## src/rtl/vga_draw_arbiter_pkg.sv

```systemverilog
// Shared definitions for the VGA draw-port arbiter: requester indices,
// FSM state encoding and default bus widths.
package vga_draw_arbiter_pkg;

    localparam int NUM_REQ_DEF   = 3;
    localparam int X_W_DEF       = 8;
    localparam int Y_W_DEF       = 7;
    localparam int COLOUR_W_DEF  = 3;
    localparam int MAX_BURST_DEF = 16;

    // Requester slots on the shared plot port
    localparam int REQ_PLAYER = 0;
    localparam int REQ_ALIEN  = 1;
    localparam int REQ_BULLET = 2;

    typedef enum logic {
        ST_IDLE  = 1'b0,
        ST_BURST = 1'b1
    } arb_state_t;

    // Width of an index able to address n requesters (at least one bit)
    function automatic int idx_width(input int n);
        return (n > 1) ? $clog2(n) : 1;
    endfunction

endpackage

```

## src/rtl/vga_draw_arbiter_if.sv

```systemverilog
// Requester/VGA-side bundle of the draw arbiter. The master side is the
// collection of sprite FSMs plus the VGA adapter; the arbiter is the slave.
interface vga_draw_arbiter_if
    import vga_draw_arbiter_pkg::*;
#(
    parameter int NUM_REQ  = NUM_REQ_DEF,
    parameter int X_W      = X_W_DEF,
    parameter int Y_W      = Y_W_DEF,
    parameter int COLOUR_W = COLOUR_W_DEF
) ();

    logic [NUM_REQ-1:0]          req;
    logic [NUM_REQ-1:0]          pix_valid;
    logic [NUM_REQ-1:0]          pix_last;
    logic [NUM_REQ*X_W-1:0]      pix_x;
    logic [NUM_REQ*Y_W-1:0]      pix_y;
    logic [NUM_REQ*COLOUR_W-1:0] pix_colour;

    logic [NUM_REQ-1:0]          gnt;
    logic [X_W-1:0]              vga_x;
    logic [Y_W-1:0]              vga_y;
    logic [COLOUR_W-1:0]         vga_colour;
    logic                        vga_write_en;
    logic                        busy;

    modport master (
        output req, pix_valid, pix_last, pix_x, pix_y, pix_colour,
        input  gnt, vga_x, vga_y, vga_colour, vga_write_en, busy
    );

    modport slave (
        input  req, pix_valid, pix_last, pix_x, pix_y, pix_colour,
        output gnt, vga_x, vga_y, vga_colour, vga_write_en, busy
    );

endinterface

```

## src/rtl/vga_draw_arbiter_rr_picker.sv

```systemverilog
// Combinational round-robin picker: scans req starting one above the
// pointer (wrapping) and returns the first requester found.
module vga_draw_arbiter_rr_picker
    import vga_draw_arbiter_pkg::*;
#(
    parameter int NUM_REQ = NUM_REQ_DEF,
    parameter int IDX_W   = idx_width(NUM_REQ)
) (
    input  logic [NUM_REQ-1:0] req_i,
    input  logic [IDX_W-1:0]   ptr_i,
    output logic [NUM_REQ-1:0] win_onehot_o,
    output logic [IDX_W-1:0]   win_idx_o,
    output logic               any_o
);

    logic [IDX_W-1:0] cand;

    // First active request after the pointer wins; the pointer itself is checked last
    always_comb begin
        win_onehot_o = '0;
        win_idx_o    = '0;
        any_o        = 1'b0;
        cand         = '0;
        for (int k = 1; k <= NUM_REQ; k++) begin
            cand = IDX_W'((int'(ptr_i) + k) % NUM_REQ);
            if (!any_o && req_i[cand]) begin
                any_o              = 1'b1;
                win_onehot_o[cand] = 1'b1;
                win_idx_o          = cand;
            end
        end
    end

endmodule

```

## src/rtl/vga_draw_arbiter.sv

```systemverilog
// Shares the VGA plot port between sprite FSMs. A winner is picked
// round-robin in IDLE, then owns the port for one burst; every accepted
// pixel is registered onto the adapter inputs one cycle later.
//
// state    | meaning
// ST_IDLE  | no owner, gnt low; arbitrate whenever any req is high
// ST_BURST | one requester granted; pixels accepted on its pix_valid
module vga_draw_arbiter
    import vga_draw_arbiter_pkg::*;
#(
    parameter int NUM_REQ   = NUM_REQ_DEF,
    parameter int X_W       = X_W_DEF,
    parameter int Y_W       = Y_W_DEF,
    parameter int COLOUR_W  = COLOUR_W_DEF,
    parameter int MAX_BURST = MAX_BURST_DEF
) (
    input logic               clk,
    input logic               reset_n,
    vga_draw_arbiter_if.slave bus
);

    localparam int IDX_W = idx_width(NUM_REQ);
    localparam int CNT_W = $clog2(MAX_BURST) + 1;

    arb_state_t          state_q, state_d;
    logic [IDX_W-1:0]    ptr_q, ptr_d;
    logic [IDX_W-1:0]    win_q, win_d;
    logic [NUM_REQ-1:0]  gnt_q, gnt_d;
    logic [CNT_W-1:0]    cnt_q, cnt_d;
    logic [X_W-1:0]      x_q, x_d;
    logic [Y_W-1:0]      y_q, y_d;
    logic [COLOUR_W-1:0] colour_q, colour_d;
    logic                we_q, we_d;

    logic [NUM_REQ-1:0]  pick_onehot;
    logic [IDX_W-1:0]    pick_idx;
    logic                pick_any;

    logic                sel_req, sel_valid, sel_last;
    logic [X_W-1:0]      sel_x;
    logic [Y_W-1:0]      sel_y;
    logic [COLOUR_W-1:0] sel_colour;

    logic                accept;
    logic                burst_end;
    logic [CNT_W-1:0]    beat_next;

    vga_draw_arbiter_rr_picker #(
        .NUM_REQ (NUM_REQ),
        .IDX_W   (IDX_W)
    ) u_pick (
        .req_i        (bus.req),
        .ptr_i        (ptr_q),
        .win_onehot_o (pick_onehot),
        .win_idx_o    (pick_idx),
        .any_o        (pick_any)
    );

    // Route the granted requester's handshake and pixel slice
    always_comb begin
        sel_req    = 1'b0;
        sel_valid  = 1'b0;
        sel_last   = 1'b0;
        sel_x      = '0;
        sel_y      = '0;
        sel_colour = '0;
        for (int i = 0; i < NUM_REQ; i++) begin
            if (win_q == IDX_W'(i)) begin
                sel_req    = bus.req[i];
                sel_valid  = bus.pix_valid[i];
                sel_last   = bus.pix_last[i];
                sel_x      = bus.pix_x[i*X_W +: X_W];
                sel_y      = bus.pix_y[i*Y_W +: Y_W];
                sel_colour = bus.pix_colour[i*COLOUR_W +: COLOUR_W];
            end
        end
    end

    // Burst termination: last pixel, beat limit reached, or owner dropped req.
    // pix_last on the MAX_BURST-th beat is one release, not two.
    always_comb begin
        accept    = (state_q == ST_BURST) && sel_valid;
        beat_next = cnt_q + CNT_W'(1);
        burst_end = (state_q == ST_BURST) &&
                    ((accept && (sel_last || (beat_next == CNT_W'(MAX_BURST)))) || !sel_req);
    end

    // Next-state and next-output computation for the arbiter FSM
    always_comb begin
        state_d  = state_q;
        ptr_d    = ptr_q;
        win_d    = win_q;
        gnt_d    = gnt_q;
        cnt_d    = cnt_q;
        x_d      = x_q;
        y_d      = y_q;
        colour_d = colour_q;
        we_d     = 1'b0;

        if (state_q == ST_IDLE) begin
            if (pick_any) begin
                state_d = ST_BURST;
                gnt_d   = pick_onehot;
                win_d   = pick_idx;
                cnt_d   = '0;
            end
        end else begin
            if (accept) begin
                x_d      = sel_x;
                y_d      = sel_y;
                colour_d = sel_colour;
                we_d     = 1'b1;
                cnt_d    = beat_next;
            end
            // Releasing to IDLE guarantees a gnt-low cycle between bursts
            if (burst_end) begin
                state_d = ST_IDLE;
                gnt_d   = '0;
                ptr_d   = win_q;
            end
        end
    end

    // State and registered outputs; reset pointer makes requester 0 first
    always_ff @(posedge clk or negedge reset_n) begin
        if (!reset_n) begin
            state_q  <= ST_IDLE;
            ptr_q    <= IDX_W'(NUM_REQ - 1);
            win_q    <= '0;
            gnt_q    <= '0;
            cnt_q    <= '0;
            x_q      <= '0;
            y_q      <= '0;
            colour_q <= '0;
            we_q     <= 1'b0;
        end else begin
            state_q  <= state_d;
            ptr_q    <= ptr_d;
            win_q    <= win_d;
            gnt_q    <= gnt_d;
            cnt_q    <= cnt_d;
            x_q      <= x_d;
            y_q      <= y_d;
            colour_q <= colour_d;
            we_q     <= we_d;
        end
    end

    assign bus.gnt          = gnt_q;
    assign bus.vga_x        = x_q;
    assign bus.vga_y        = y_q;
    assign bus.vga_colour   = colour_q;
    assign bus.vga_write_en = we_q;
    assign bus.busy         = (state_q == ST_BURST);

endmodule

```

## src/flat_wrapper.sv

```systemverilog
// flat-port wrapper written by rule: the top's interface ports become plain ports
module vga_draw_arbiter_flat import vga_draw_arbiter_pkg::*;
#(
    parameter int NUM_REQ   = NUM_REQ_DEF,
    parameter int X_W       = X_W_DEF,
    parameter int Y_W       = Y_W_DEF,
    parameter int COLOUR_W  = COLOUR_W_DEF,
    parameter int MAX_BURST = MAX_BURST_DEF
)
  (clk, reset_n, bus_req, bus_pix_valid, bus_pix_last, bus_pix_x, bus_pix_y, bus_pix_colour, bus_gnt, bus_vga_x, bus_vga_y, bus_vga_colour, bus_vga_write_en, bus_busy);
  vga_draw_arbiter_if #(.NUM_REQ(NUM_REQ), .X_W(X_W), .Y_W(Y_W), .COLOUR_W(COLOUR_W)) bus_i ();
  input logic clk;
  input logic reset_n;
  input wire logic [$bits(bus_i.req)-1:0] bus_req;
  input wire logic [$bits(bus_i.pix_valid)-1:0] bus_pix_valid;
  input wire logic [$bits(bus_i.pix_last)-1:0] bus_pix_last;
  input wire logic [$bits(bus_i.pix_x)-1:0] bus_pix_x;
  input wire logic [$bits(bus_i.pix_y)-1:0] bus_pix_y;
  input wire logic [$bits(bus_i.pix_colour)-1:0] bus_pix_colour;
  output wire logic [$bits(bus_i.gnt)-1:0] bus_gnt;
  output wire logic [$bits(bus_i.vga_x)-1:0] bus_vga_x;
  output wire logic [$bits(bus_i.vga_y)-1:0] bus_vga_y;
  output wire logic [$bits(bus_i.vga_colour)-1:0] bus_vga_colour;
  output wire logic [$bits(bus_i.vga_write_en)-1:0] bus_vga_write_en;
  output wire logic [$bits(bus_i.busy)-1:0] bus_busy;
  assign bus_i.req = bus_req;
  assign bus_i.pix_valid = bus_pix_valid;
  assign bus_i.pix_last = bus_pix_last;
  assign bus_i.pix_x = bus_pix_x;
  assign bus_i.pix_y = bus_pix_y;
  assign bus_i.pix_colour = bus_pix_colour;
  assign bus_gnt = bus_i.gnt;
  assign bus_vga_x = bus_i.vga_x;
  assign bus_vga_y = bus_i.vga_y;
  assign bus_vga_colour = bus_i.vga_colour;
  assign bus_vga_write_en = bus_i.vga_write_en;
  assign bus_busy = bus_i.busy;
  vga_draw_arbiter #(.NUM_REQ(NUM_REQ), .X_W(X_W), .Y_W(Y_W), .COLOUR_W(COLOUR_W), .MAX_BURST(MAX_BURST)) u_core (.clk(clk), .reset_n(reset_n), .bus(bus_i));
endmodule
```

## config.mk

```make
export PLATFORM = sky130hd
export DESIGN_NAME = vga_draw_arbiter_flat
export DESIGN_NICKNAME = d
export VERILOG_FILES = /design/src/rtl/vga_draw_arbiter_pkg.sv /design/src/rtl/vga_draw_arbiter_if.sv /design/src/rtl/vga_draw_arbiter_rr_picker.sv /design/src/rtl/vga_draw_arbiter.sv /design/src/flat_wrapper.sv
export SDC_FILE = /design/constraint.sdc
export NUM_CORES = 1
export LEC_CHECK = 0
export CAP_MARGIN = 20
export CORE_MARGIN = 4
export CORE_UTILIZATION = 48
export CTS_BUF_LIST = sky130_fd_sc_hd__clkbuf_2
export CTS_CLUSTER_DIAMETER = 30
export DETAILED_ROUTE_END_ITERATION = 6
export PLACE_DENSITY = 0.95
export SYNTH_ARGS = -nofsm -noshare
export SYNTH_HDL_FRONTEND = slang
export SYNTH_HIERARCHICAL = 1
export SYNTH_SLANG_ARGS = --single-unit
```

## constraint.sdc

```tcl
create_clock -name clk -period 6 [get_ports clk]
set_clock_uncertainty 0.05 [all_clocks]
set_input_delay 1.2 -clock clk [delete_from_list [all_inputs] [get_ports clk]]
set_output_delay 1.2 -clock clk [all_outputs]
set_load 0.1 [all_outputs]
```

# --- Yosys cells after proc, flatten, opt, wreduce, memory -nomap -nowiden ---
# Cells that the tools add are included.
totals:
  input_bits: 65
  register_bits: 32
classes:
  reduce_logical: 20
  div_mod_pow: 3
  order_cmp: 6
  addsub: 4
  muxes: 50
  n_bitwise: 3
  eq_ne: 5
op_table:
  columns: ["cell", "n"]
  rows:
  - ["$mod A32 B3 Y32 const B", 3]
  - ["$mux W3", 9]
  - ["$mux W8", 3]
  - ["$mux W1", 23]
  - ["$mux W7", 3]
  - ["$mux W5", 3]
  - ["$reduce_and A2 Y1", 5]
  - ["$lt A2 B3 Y1 const B", 3]
  - ["$logic_and A1 B1 Y1", 8]
  - ["$add A2 B2 Y3 const B", 2]
  - ["$bmux W1 S2", 3]
  - ["$demux W1 S2", 3]
  - ["$ge A2 B1 Y1 const B", 3]
  - ["$mux W2", 3]
  - ["$or A3 B3 Y3", 2]
  - ["$add A5 B1 Y5 const B", 1]
  - ["$eq A5 B5 Y1 const B", 1]
  - ["$ne A2 B2 Y1 const B", 2]
  - ["$add A2 B1 Y3 const B", 1]
  - ["$logic_not A1 Y1", 3]
  - ["$eq A2 B1 Y1 const B", 1]
  - ["$eq A2 B2 Y1 const B", 1]
  - ["$logic_not A2 Y1", 1]
  - ["$logic_or A1 B1 Y1", 2]
  - ["2 further kinds", 2]

# --- Logic depth before layout (Yosys ltp) ---
# Gate-level depths: netlist (run 1).
depth:
  word_depth: 13
  mapped_depth: 10
  depth_no_buf: 9

# --- By module ---
# Netlist (run 1), hierarchy kept.
by_module_without_submodules:
  columns: ["module", "cells_each", "seq_area_each_um2", "area_each_um2", "n_inst"]
  rows:
  - ["vga_draw_arbiter", 201, 802.0, 1808.0, 1]
  - ["vga_draw_arbiter_rr_picker", 41, 0.0, 297.8, 1]

# --- Worst setup path before layout (run 1) ---
# No wires, ideal clock.
synth_path:
  path_kind: "input -> register"
  start: "input port bus_req[1]"
  end: "register u_core.cnt_q[2]"
  required_time_ns: 5.826
  path_stages: 8
  path_slack_ns: 3.323
  arrival_ns: 2.503
  path_cell_list: "mux2i_1 > o21ai_2 > nor2_1 > o21ai_1 > clkbuf_1 > nor2b_1 > mux2_2 > mux2i_1"
synth_via:
  elab_chain_len: 11
  elab_cells_between_ends: 15
  cone_classes: "mux: 9; reduce/logical: 6"
synth_lines:
  columns: ["element", "line_no", "rtl"]
  rows:
  - ["start, declared", "flat_wrapper.sv:14", "input wire logic [$bits(bus_i.req)-1:0] bus_req;"]
  - ["$bmux W1 S2", "vga_draw_arbiter_rr_picker.sv:26", "if (!any_o && req_i[cand]) begin"]
  - ["$mux W1 (implied by the code)", "vga_draw_arbiter_rr_picker.sv:26", null]
  - ["$mux W1", "vga_draw_arbiter_rr_picker.sv:26", null]
  - ["$logic_not A1 Y1", "vga_draw_arbiter_rr_picker.sv:26", null]
  - ["$logic_and A1 B1 Y1", "vga_draw_arbiter_rr_picker.sv:26", null]
  - ["$mux W1", "vga_draw_arbiter_rr_picker.sv:26", null]
  - ["$logic_not A1 Y1", "vga_draw_arbiter_rr_picker.sv:26", null]
  - ["$logic_and A1 B1 Y1", "vga_draw_arbiter_rr_picker.sv:26", null]
  - ["$mux W1 *", "vga_draw_arbiter_rr_picker.sv:26", null]
  - ["named net u_core.pick_any", "vga_draw_arbiter.sv:37", "logic pick_any;"]
  - ["$reduce_bool A2 Y1 (no source line) *", null, null]
  - ["$reduce_and A2 Y1 (no source line) *", null, null]
  - ["end signal, assigned", "vga_draw_arbiter.sv:141", "cnt_q <= cnt_d;"]
  - ["end, declared", "vga_draw_arbiter.sv:29", "logic [CNT_W-1:0] cnt_q, cnt_d;"]
# Mark *: on every way through the listed nets, which the timed path passes. The rest lies on a longest branch. The select of a mux whose other input is x is not followed.
# A chain may end at the register's enable or synchronous reset.

# --- Worst setup path in the final report (run 1) ---
layout_path:
  start: "register u_core.state_q, in the netlist u_core/bus.busy"
  end: "output port bus_busy"
layout_lines:
  columns: ["element", "line_no", "rtl"]
  rows:
  - ["start, declared", "vga_draw_arbiter.sv:25", "arb_state_t state_q, state_d;"]
  - ["start signal, assigned", "vga_draw_arbiter.sv:137", "state_q <= state_d;"]
  - ["end, declared", "flat_wrapper.sv:25", "output wire logic [$bits(bus_i.busy)-1:0] bus_busy;"]
# No word-level cell between the ends.

==> metrics.md, run 1 <==
| Metric | Value |
|---|---|
| VDD IR max | 0.379 mV |
| Clk network pwr share | 7.9% |
| First-pass GRT wire length | 9.52 mm |
| WL/cell | 16.1 µm |
| DR pass1 iterations | 4 |
| Synth Cell Area | 2110 µm² |
| Run status | finished clean |
| Setup_tns | 0 ns |
| Seq/Total Area, Yosys | 38.1% |
| Yosys reg bits | 32 |
| CP startpoint kind | register |
| CTS Buffer Depth | 2 |
| Clock sink total | 32 |
| Post-cts resize count | 0 |
| Final min period | 3.54 ns |
| Hold Path End | u_core/bus.vga_colour[2] |
| Slew headroom | 30.8% |
| Crit path max fanout | 14 |
| HPWL after DPL | 4.42 mm |
| Synth unique cells | 42 |
| Post-synth EDFFs | 0 |
| CTS Hold Bufs | 0 |
| Postcts setup bufs | 0 |
| Gate power share | 70.5% |
| Final hold violations | 0 |
| Synth async-reset ratio | 100% |
| CTS Root Cell | clkbuf_2 |
| Detailed-route wire length | 6.01 mm |
| Row cnt | 23 |
| Design area | 3040 µm² |
| Initial antenna violation count | 0 |
| Die width | 74.2 µm |
| Commonest cells in the netlist | nand2_1, dfrtp_1, mux2i_1 |
| Sw frac | 58.4% |
| Worst stage delay on the critical path | 1.23 ns |
| CP Cell Sequence | clkdlybuf4s50_1 |
| Gate Count Post-Synth | 242 |
| Most frequent cell after synthesis | nand2_1 |
| Worst Path Required | 4.75 ns |
| Final Non-Filler Cells | 374 |
| Dpl cells | 366 |
| Initial Utilization | 51.2% |
| DR vias | 2059 |
| Clock Latency Late Sink | 0.38 ns |
| Die area | 5510 µm² |
| Area grow syn2layout | 44.6% |
| Hold Worst Slack | 0.453 ns |
| Nets | 393 |
| RSZ-0062 raised after global routing | no |
| Reg2reg path depth | 9 |
| Mapped Nets | 312 |
| Worst setup EP type | output port |
| Max-slew violations | 0 |
| Buf/Inv on CP | 1 |
| R2R Path End | u_core/cnt_q[2] |
| Hold_sp | u_core/bus.vga_colour[2] |
| Int Pwr | 767 µW |
| Final setup viols | 0 |
| FF-to-FF setup slack | 3.18 ns |
| Fin crit share | 58.9% |
| TritonCTS clock tree | built |
| Top cells by area, synth | dfrtp_1, mux2i_1, nand2_1, a21oi_1, o21ai_0 |
| Avg Cell Area, Syn | 8.70 µm² |
| Initial DRC Count | 186 |
| Crit path max-delay family | buffers and inverters |
| Crit Reg-Reg Startpoint | u_core/ptr_q[0] |
| Slew @ Worst Pin | 1.03 ns |
| Yosys warns | 6 |
| Fillers | 298 |
| Largest net degree at the start of global routing | 48 |
| Post-DRT Antenna Nets | 0 |
| Placer Congestion | 0.941 |
| Drc violations | 0 |
| GRT Total Usage | 22.6% |
| Power Density | 606 nW/µm² |
| Core area | 4120 µm² |
| Seq pwr share | 21.6% |
| Fmax | 283 MHz |
| Yosys top cell by area | dfrtp_1 |
| N_diodes | 0 |
| Number of global-route vias before repair | 2087 |
| Hold Path Depth | 2 |
| Port Buffer Count | 87 |
| Worst EP arrival | 2.29 ns |
| Post-synth top area share | 36.8% |
| Proportion of layout cells with a drive suffix above 1 | 7.10% |
| NetSw | 1.08 mW |
| # IOs | 88 |
| DR vias/cell | 5.51 |
| Grt ovf | 0 |
| P_leak | 1.29 nW |
| Top FF cell, synth | dfrtp_1 |
| Crit path kind | register to output port |
| Max Cap Viol | 0 |
| Total CTS buffers | 5 |
| Crit path max-delay cell type | clkdlybuf4s50_1 |
| H-tree depth | 2 |
| Hold crit path type | register to register |
| Die height | 74.2 µm |
| Post-DP Area | 2980 µm² |
| CTS clock-pin slew for the worst setup and hold paths | 0.17 ns |
cells by family after synthesis:
logic type,synth area share [%]
mux,14.6
simple gates,15.2
compound gates,22.0
flops,38.1
xor+xnor,0.832
fa+ha+maj,2.97
buf+inv,6.42
layout by cell type, fill, tap and decap left out, types with 5 or more instances in the layout:
cell and n:
ha_1 5, nand3_1 6, clkdlybuf4s50_1 87, nand2_1 37, a21oi_1 23, o21ai_0 23
nor2_1 20, clkbuf_2 6, dfrtp_1 31, mux2i_1 28, inv_1 9
sequential cells by signal, summed over array words and instances (netlist names):
signal                   count
u_core/bus.vga_x             8
u_core/bus.vga_y             7
u_core/cnt_q                 5
u_core/bus.gnt               3
u_core/bus.vga_colour        3
u_core/ptr_q                 2
u_core/win_q                 2
u_core/bus.busy              1
u_core/bus.vga_write_en      1
routing by layer:
layer	track usage, %	share of wire, %
met5	0	0
met2	38.3	50
met1	27.1	40
met3	5.27	8.1
met4	10.9	2.1
final cells by class:
cell class	count	area [µm²]	area share, %
timing repair buffer	90	893	29.3
multi-input combinational	183	1180	38.7
clock buffer	6	30.0	0.986
sequential	32	802	26.3
inverter	11	43.8	1.44
clock inverter	2	35.0	1.15
tap	50	62.6	2.06
metrics by stage:
step                      utilization, %  total power, mW  worst slack [ns]
after global placement              72.4             1.65              2.61
final                               74.0             1.84              2.46
after floorplan                        -             1.41              3.32
after CTS                           74.0             1.85              2.43
after detailed placement            72.4             1.69              2.46
after global routing                74.0             1.95              2.35
worst max-delay path by stage:
| stage | cells past startpoint | slack [ns] | from | endpoint |
|---|---|---|---|---|
| finish | 1 | 2.46 | u_core/bus.busy | bus_busy |
| global route | 1 | 2.35 | u_core/bus.busy | bus_busy |
| CTS | 1 | 2.43 | u_core/bus.busy | bus_busy |
| detailed placement | 8 | 2.46 | bus_req[1] | u_core/cnt_q[2] |
| global placement | 8 | 2.61 | bus_req[1] | u_core/cnt_q[2] |
| floorplan | 8 | 3.32 | bus_req[1] | u_core/cnt_q[2] |
power by group through the flow:
stage	clock [mW]	sequential, mW	combinational [mW]
finish	0.146	0.399	1.30
global route	0.158	0.411	1.38
CTS	0.149	0.398	1.30
global placement	0	0.397	1.25
floorplan	0	0.857	0.549
detailed placement	0	0.402	1.29
Note: power is estimated with default switching activity, not from simulation.
==> run 2, diff against run 1 <==
--- a/config.mk
+++ b/config.mk
@@ -7,11 +7,11 @@
 export LEC_CHECK = 0
 export CAP_MARGIN = 20
 export CORE_MARGIN = 4
-export CORE_UTILIZATION = 48
+export CORE_UTILIZATION = 44
 export CTS_BUF_LIST = sky130_fd_sc_hd__clkbuf_2
 export CTS_CLUSTER_DIAMETER = 30
 export DETAILED_ROUTE_END_ITERATION = 6
-export PLACE_DENSITY = 0.95
+export PLACE_DENSITY = 0.91
 export SYNTH_ARGS = -nofsm -noshare
 export SYNTH_HDL_FRONTEND = slang
 export SYNTH_HIERARCHICAL = 1
==> constraint.sdc (replaced) <==
create_clock -name clk -period 3.34 [get_ports clk]
set_clock_uncertainty 0.05 [all_clocks]
set_input_delay 0.668 -clock clk [delete_from_list [all_inputs] [get_ports clk]]
set_output_delay 0.668 -clock clk [all_outputs]
set_load 0.1 [all_outputs]
==> run 2 against run 1 <==
  * First-iteration DRC count is 18% lower
  * Sequential power is 80% higher
  * Design area is 1.2% lower
  * Setup slack worse by 1.9 ns
  * Global-route usage is 4.0 points lower
  * Highest routed layer unchanged
  * Core utilization is 7.2 points lower
  * Wire length is 8.3% lower
==> metrics.md, run 2 (synthesis results as in run 1) <==
| Metric | Value |
|---|---|
| Fmax | 356 MHz |
| Reg area | 802 µm² (unchanged) |
| Clock Latency Late Sink | 0.37 ns (was 0.38 ns) |
| Die width | 77.2 µm (was 74.2 µm) |
| Worst setup EP type | register (was output port) |
| Max reg flops | 8 (unchanged) |
| Critical path depth in cells | 9 (was 1) |
| N_diodes | 0 (unchanged) |
| Crit path kind | register to register (was register to output port) |
| Max Cap Viol | 0 (unchanged) |
| Worst EP arrival | 3.02 ns (was 2.29 ns) |
| Initial Utilization | 46.8% (was 51.2%) |
| Largest net degree at the start of global routing | 33 (was 48) |
| Crit path max-delay family | simple AND/OR/NAND/NOR gates (was buffers and inverters) |
| Die area | 5960 µm² (was 5510 µm²) |
| Buf/Inv on CP | 1 (unchanged) |
| Most common cell after layout, fill and taps aside | clkdlybuf4s50_1 (unchanged) |
| CP startpoint kind | register (unchanged) |
| CP dominant cell by count | mux2i_1 |
| GRT Total Usage | 18.6% (was 22.6%) |
| Row cnt | 24 (was 23) |
| Crit path max fanout | 12 (was 14) |
| Post-DRT Antenna Nets | 0 (unchanged) |
| Number of global-route vias before repair | 1816 (was 2087) |
| H-tree depth | 2 (unchanged) |
| Port Buffer Count | 87 (unchanged) |
| Run status | finished clean (unchanged) |
| CTS clock-pin slew for the worst setup and hold paths | 0.19 ns (was 0.17 ns) |
| P_leak | 1.33 nW (was 1.29 nW) |
| Fillers | 361 (was 298) |
| Crit path max-delay cell type | ha_1 (was clkdlybuf4s50_1) |
| Clock sink total | 32 (unchanged) |
| Drc violations | 0 (unchanged) |
| CTS Buffer Depth | 2 (unchanged) |
| Area grow syn2layout | 42.8% (was 44.6%) |
| VDD IR max | 0.708 mV (was 0.379 mV) |
| DR vias/cell | 5.25 (was 5.51) |
| Final min period | 2.81 ns |
| Detailed-route wire length | 5.51 mm (was 6.01 mm) |
| DR pass1 iterations | 4 (unchanged) |
| Grt ovf | 0 (unchanged) |
| Slew headroom | 52.5% (was 30.8%) |
| Worst stage delay on the critical path | 0.50 ns (was 1.23 ns) |
| Setup_tns | 0 ns (unchanged) |
| Nets | 395 (was 393) |
| Utilization after layout | 66.8% (was 74.0%) |
| Initial antenna violation count | 0 (unchanged) |
| Reg2reg path depth | 9 (unchanged) |
| Total CTS buffers | 5 (unchanged) |
| Hold crit path type | register to register (unchanged) |
| Max-slew violations | 0 (unchanged) |
| Hold Path Depth | 2 (unchanged) |
| HPWL after DPL | 4.29 mm (was 4.42 mm) |
| Final hold violations | 0 (unchanged) |
| # IOs | 88 (unchanged) |
| Most frequent cells in the layout | clkdlybuf4s50_1, nand2_1, dfrtp_1, buf_4, mux2i_1 (was clkdlybuf4s50_1, nand2_1, dfrtp_1, mux2i_1) |
| DR vias | 1984 (was 2059) |
| Area of the multi-input gates | 1180 µm² (unchanged) |
| TritonCTS clock tree | built (unchanged) |
| Initial DRC Count | 152 (was 186) |
| Die height | 77.2 µm (was 74.2 µm) |
| CTS Hold Bufs | 0 (unchanged) |
| Core area | 4500 µm² (was 4120 µm²) |
| Fin crit share | 84.2% |
| Slew @ Worst Pin | 0.708 ns (was 1.03 ns) |
| CTS Root Cell | clkbuf_2 (unchanged) |
| CP Cell Sequence | inv_1 -> ha_1 -> mux2i_1 -> o21ai_2 -> nor2_1 -> o21ai_1 -> nor2b_1 -> mux2_2 -> mux2i_1 (was clkdlybuf4s50_1) |
| WL/cell | 14.6 µm (was 16.1 µm) |
| Worst Path Required | 3.55 ns (was 4.75 ns) |
| Proportion of layout cells with a drive suffix above 1 | 14.7% (was 7.10%) |
| RSZ-0062 raised after global routing | no (unchanged) |
| Power Density | 1080 nW/µm² (was 606 nW/µm²) |
| Final setup viols | 0 (unchanged) |
| Postcts setup bufs | 0 (unchanged) |
| Placer Congestion | 0.870 (was 0.941) |
| First-pass GRT wire length | 9.01 mm (was 9.52 mm) |
| Post-cts resize count | 0 (unchanged) |
-- run 2: stage by stage --
step	worst slack, ns	hold slack (ns)	cell area (µm²)	power, mW	instances
2_1_floorplan	0.976	0.322	2110	2.53	242
3_3_place_gp	0.477	0.414	2940	2.94	370
3_5_place_dp	0.316	0.424	2940	2.99	370
4_1_cts	0.551	0.462	3010	3.26	378
5_1_grt	0.287	0.487	3010	3.45	378
6_report	0.529	0.458	3010	3.24	378
-- run 2: final timing paths --
kind / startpoint / to / slack, ns
hold / removal: u_core/bus.vga_y[2] / u_core/bus.vga_y[2] / 0.46
hold reg to reg: u_core/bus.vga_y[2] / u_core/bus.vga_y[2] / 0.46
max in group asynchronous: reset_n / u_core/ptr_q[1] / 2.28
min in group asynchronous: reset_n / u_core/bus.vga_y[5] / 0.62
setup / recovery: u_core/ptr_q[0] / u_core/cnt_q[2] / 0.53
setup reg to reg: u_core/ptr_q[0] / u_core/cnt_q[2] / 0.53
-- run 2: layout make-up --
type | count | area share, %
multi-input cells | 183 | 39.2
repair buffers | 92 | 28.3
flip-flops and latches | 32 | 26.7
well taps | 52 | 2.16
inverters | 11 | 1.46
clock inverters | 3 | 1.41
clock buffers | 5 | 0.832
-- run 2: power by group --
group          switching [mW]  internal [mW]  leakage [nW]
logic                    1.60          0.661         0.885
registers               0.163          0.554         0.406
clock network           0.140          0.125        0.0390
-- run 2: tightest hold or removal path: stages, from the launching register on --
cell and delay [ns]:
dfrtp_1 0.37, nand2_1 0.04, o21ai_0 0.07
-- run 2: metal layers --
metal	vias up	GRT usage, %	share of wire (%)
li1	1020	-	-
met1	890	24.1	44
met2	70	30.3	48
met3	4	5.74	7.9
met4	0	4.27	0.71
met5	-	0	0
==> run 3, diff against run 2 <==
--- a/config.mk
+++ b/config.mk
@@ -7,11 +7,11 @@
 export LEC_CHECK = 0
 export CAP_MARGIN = 20
 export CORE_MARGIN = 4
-export CORE_UTILIZATION = 44
+export CORE_UTILIZATION = 40
 export CTS_BUF_LIST = sky130_fd_sc_hd__clkbuf_2
 export CTS_CLUSTER_DIAMETER = 30
 export DETAILED_ROUTE_END_ITERATION = 6
-export PLACE_DENSITY = 0.91
+export PLACE_DENSITY = 0.88
 export SYNTH_ARGS = -nofsm -noshare
 export SYNTH_HDL_FRONTEND = slang
 export SYNTH_HIERARCHICAL = 1
==> constraint.sdc (replaced) <==
create_clock -name clk -period 2.55 [get_ports clk]
set_clock_uncertainty 0.05 [all_clocks]
set_input_delay 0.51 -clock clk [delete_from_list [all_inputs] [get_ports clk]]
set_output_delay 0.51 -clock clk [all_outputs]
set_load 0.1 [all_outputs]
==> run 3 against run 2 <==
  * Global-route usage is 1.3 points lower
  * Wire length is 1.5% higher
  * Combinational power is 36% higher
  * Via count is 2.8% higher
  * Clock power is 7.9% lower
  * Critical endpoint unchanged
==> metrics.md, run 3 (synthesis results as in run 1) <==
| Metric | Value |
|---|---|
| Run status | finished clean (unchanged) |
| Crit path max-delay cell type | ha_1 (unchanged) |
| Final setup viols | 0 (unchanged) |
| Setup_tns | 0 ns (unchanged) |
| Dpl cells | 394 (was 370) |
| Hold Worst Slack | 0.452 ns (was 0.458 ns) |
| VDD IR max | 0.721 mV (was 0.708 mV) |
| Max Cap Viol | 0 (unchanged) |
| Initial Utilization | 41.2% (was 46.8%) |
| Largest net degree at the start of global routing | 33 (unchanged) |
| H-tree depth | 2 (unchanged) |
| Slew @ Worst Pin | 0.483 ns (was 0.708 ns) |
| FF-to-FF setup slack | 0.21 ns (was 0.53 ns) |
| Die width | 80.6 µm (was 77.2 µm) |
| Fmax | 427 MHz (was 356 MHz) |
| Fillers | 458 (was 361) |
| Most frequent cells in the layout | clkdlybuf4s50_1, nand2_1, buf_4, dfrtp_1, mux2i_1 (was clkdlybuf4s50_1, nand2_1, dfrtp_1, buf_4, mux2i_1) |
| Total chip power | 4.24 mW (was 3.24 mW) |
| CTS Root Cell | clkbuf_2 (unchanged) |
| Worst EP arrival | 2.58 ns (was 3.02 ns) |
| P_leak | 1.35 nW (was 1.33 nW) |
| N_diodes | 0 (unchanged) |
| Worst Path Required | 2.79 ns (was 3.55 ns) |
| Worst setup endpoint | u_core/cnt_q[2] (unchanged) |
| Max-slew violations | 0 (unchanged) |
| Number of global-route vias before repair | 1957 (was 1816) |
| Proportion of layout cells with a drive suffix above 1 | 16.3% (was 14.7%) |
| DR pass1 iterations | 5 (was 4) |
| First-pass GRT wire length | 8.85 mm (was 9.01 mm) |
| M1 GR Usage | 21.2% (was 24.1%) |
| Worst Setup SP | u_core/ptr_q[0] (unchanged) |
| Initial antenna violation count | 0 (unchanged) |
| CP dominant cell by count | mux2i_1 (unchanged) |
| Max reg flops | 8 (unchanged) |
| Worst setup EP type | register (unchanged) |
| Final hold violations | 0 (unchanged) |
| Crit path max-delay family | multiplexers (was simple AND/OR/NAND/NOR gates) |
| TritonCTS clock tree | built (unchanged) |
| Port Buffer Count | 87 (unchanged) |
| Met3 usage | 3.81% (was 5.74%) |
| CP startpoint kind | register (unchanged) |
| Slew headroom | 67.8% (was 52.5%) |
| Clock Latency Late Sink | 0.36 ns (was 0.37 ns) |
| Row cnt | 26 (was 24) |
| Final Non-Filler Cells | 402 (was 378) |
| Area grow syn2layout | 44.9% (was 42.8%) |
| DR vias | 2039 (was 1984) |
| Initial DRC Count | 111 (was 152) |
| Final min period | 2.34 ns (was 2.81 ns) |
| Clock sink total | 32 (unchanged) |
| Crit path kind | register to register (unchanged) |
| Buf/Inv on CP | 1 (unchanged) |
| Hold Path Depth | 2 (unchanged) |
| Crit path max fanout | 12 (unchanged) |
| CTS clock-pin slew for the worst setup and hold paths | 0.18 ns (was 0.19 ns) |
| Die height | 80.6 µm (was 77.2 µm) |
| Nets | 401 (was 395) |
| Detailed-route wire length | 5.60 mm (was 5.51 mm) |
| R2R Path End | u_core/cnt_q[2] (unchanged) |
| DR vias/cell | 5.07 (was 5.25) |
| Critical path depth in cells | 9 (unchanged) |
| HPWL after DPL | 4.39 mm (was 4.29 mm) |
| Worst stage delay on the critical path | 0.50 ns (about the same) |
| # IOs | 88 (unchanged) |
| CTS Buffer Depth | 2 (unchanged) |
| Most common cell after layout, fill and taps aside | clkdlybuf4s50_1 (unchanged) |
| RSZ-0062 raised after global routing | no (unchanged) |
| GRT Total Usage | 17.3% (was 18.6%) |
| Total CTS buffers | 5 (unchanged) |
| WL/cell | 13.9 µm (was 14.6 µm) |
| Postcts setup bufs | 0 (unchanged) |
| Hold crit path type | register to register (unchanged) |
| Post-DRT Antenna Nets | 0 (unchanged) |
| Fin crit share | 91.8% (was 84.2%) |
| Reg2reg path depth | 9 (unchanged) |
| Placer Congestion | 0.827 (was 0.870) |
| Die area | 6490 µm² (was 5960 µm²) |
| CP Cell Sequence | inv_1 -> ha_1 -> mux2i_1 -> o21ai_2 -> nor2_1 -> o21ai_1 -> nor2b_2 -> mux2_2 -> mux2i_1 (was inv_1 -> ha_1 -> mux2i_1 -> o21ai_2 -> nor2_1 -> o21ai_1 -> nor2b_1 -> mux2_2 -> mux2i_1) |
| Grt ovf | 0 (unchanged) |
| Met2 global-route usage | 30.1% (was 30.3%) |
| Core area | 5110 µm² (was 4500 µm²) |
| GRT busiest layer | met2 (unchanged) |
| Power Density | 1390 nW/µm² (was 1080 nW/µm²) |
| Crit Reg-Reg Startpoint | u_core/ptr_q[0] (unchanged) |
| Drc violations | 0 (unchanged) |
-- run 3: cell types whose count changed in the layout (fill, tap and decap cells not counted), sizes merged --
cell	delta
clkbuf	+1
bufinv	-1
buf	+6
-- run 3: final cells by class --
cell class	count	area, µm²	share of cell area (%)
multi-input combinational	183	1180	38.7
timing repair buffer	98	896	29.4
sequential	32	802	26.3
tap	70	87.6	2.87
inverter	11	43.8	1.44
clock buffer	6	30.0	0.984
clock inverter	2	11.3	0.369
-- run 3: power by group --
group | internal (mW) | leakage, nW | switching, mW | total, mW
sequential | 0.726 | 0.406 | 0.193 | 0.919
combinational | 0.931 | 0.916 | 2.15 | 3.08
clock | 0.0687 | 0.0266 | 0.175 | 0.244
-- run 3: through the flow --
| stage | setup WS, ns | util [%] | area [µm²] |
|---|---|---|---|
| after floorplan | 0.186 | - | 2110 |
| after global placement | 0.0985 | 58.9 | 3010 |
| after detailed placement | 0.00400 | 58.9 | 3010 |
| after CTS | 0.136 | 59.7 | 3050 |
| after global routing | 0.0207 | 59.7 | 3050 |
| final | 0.209 | 59.7 | 3050 |
-- run 3: repair_timing --
| item | CTS | global route |
|---|---|---|
| endpoints found under the setup margin | 0 | 3 |
| hold buffers | 0 | 0 |
| gates resized for setup | 0 | 1 |
-- run 3: per-layer routing --
layer,wire length (µm),up-vias
met1,2320,944
met2,2890,59
met3,322,7
met5,0,-
li1,-,1029
met4,63,0
-- run 3: worst min path at each step --
stage                                         from                        to  slack [ns]
after floorplan                            reset_n           u_core/bus.busy        0.16
after global routing                       reset_n  u_core/bus.vga_colour[2]        0.47
final                     u_core/bus.vga_colour[0]  u_core/bus.vga_colour[0]        0.45
after detailed placement       u_core/bus.vga_y[5]       u_core/bus.vga_y[5]        0.42
after CTS                                  reset_n  u_core/bus.vga_colour[2]        0.46
after global placement         u_core/bus.vga_y[3]       u_core/bus.vga_y[3]        0.41
-- run 3: worst register-to-register path: cells and delay by family, from the launching register on --
kind / cells / cell delay, ns
mux: 3 / 0.70
fa+ha+maj: 1 / 0.50
compound gates: 2 / 0.16
flops: 1 / 0.47
buf+inv: 1 / 0.09
simple gates: 2 / 0.31
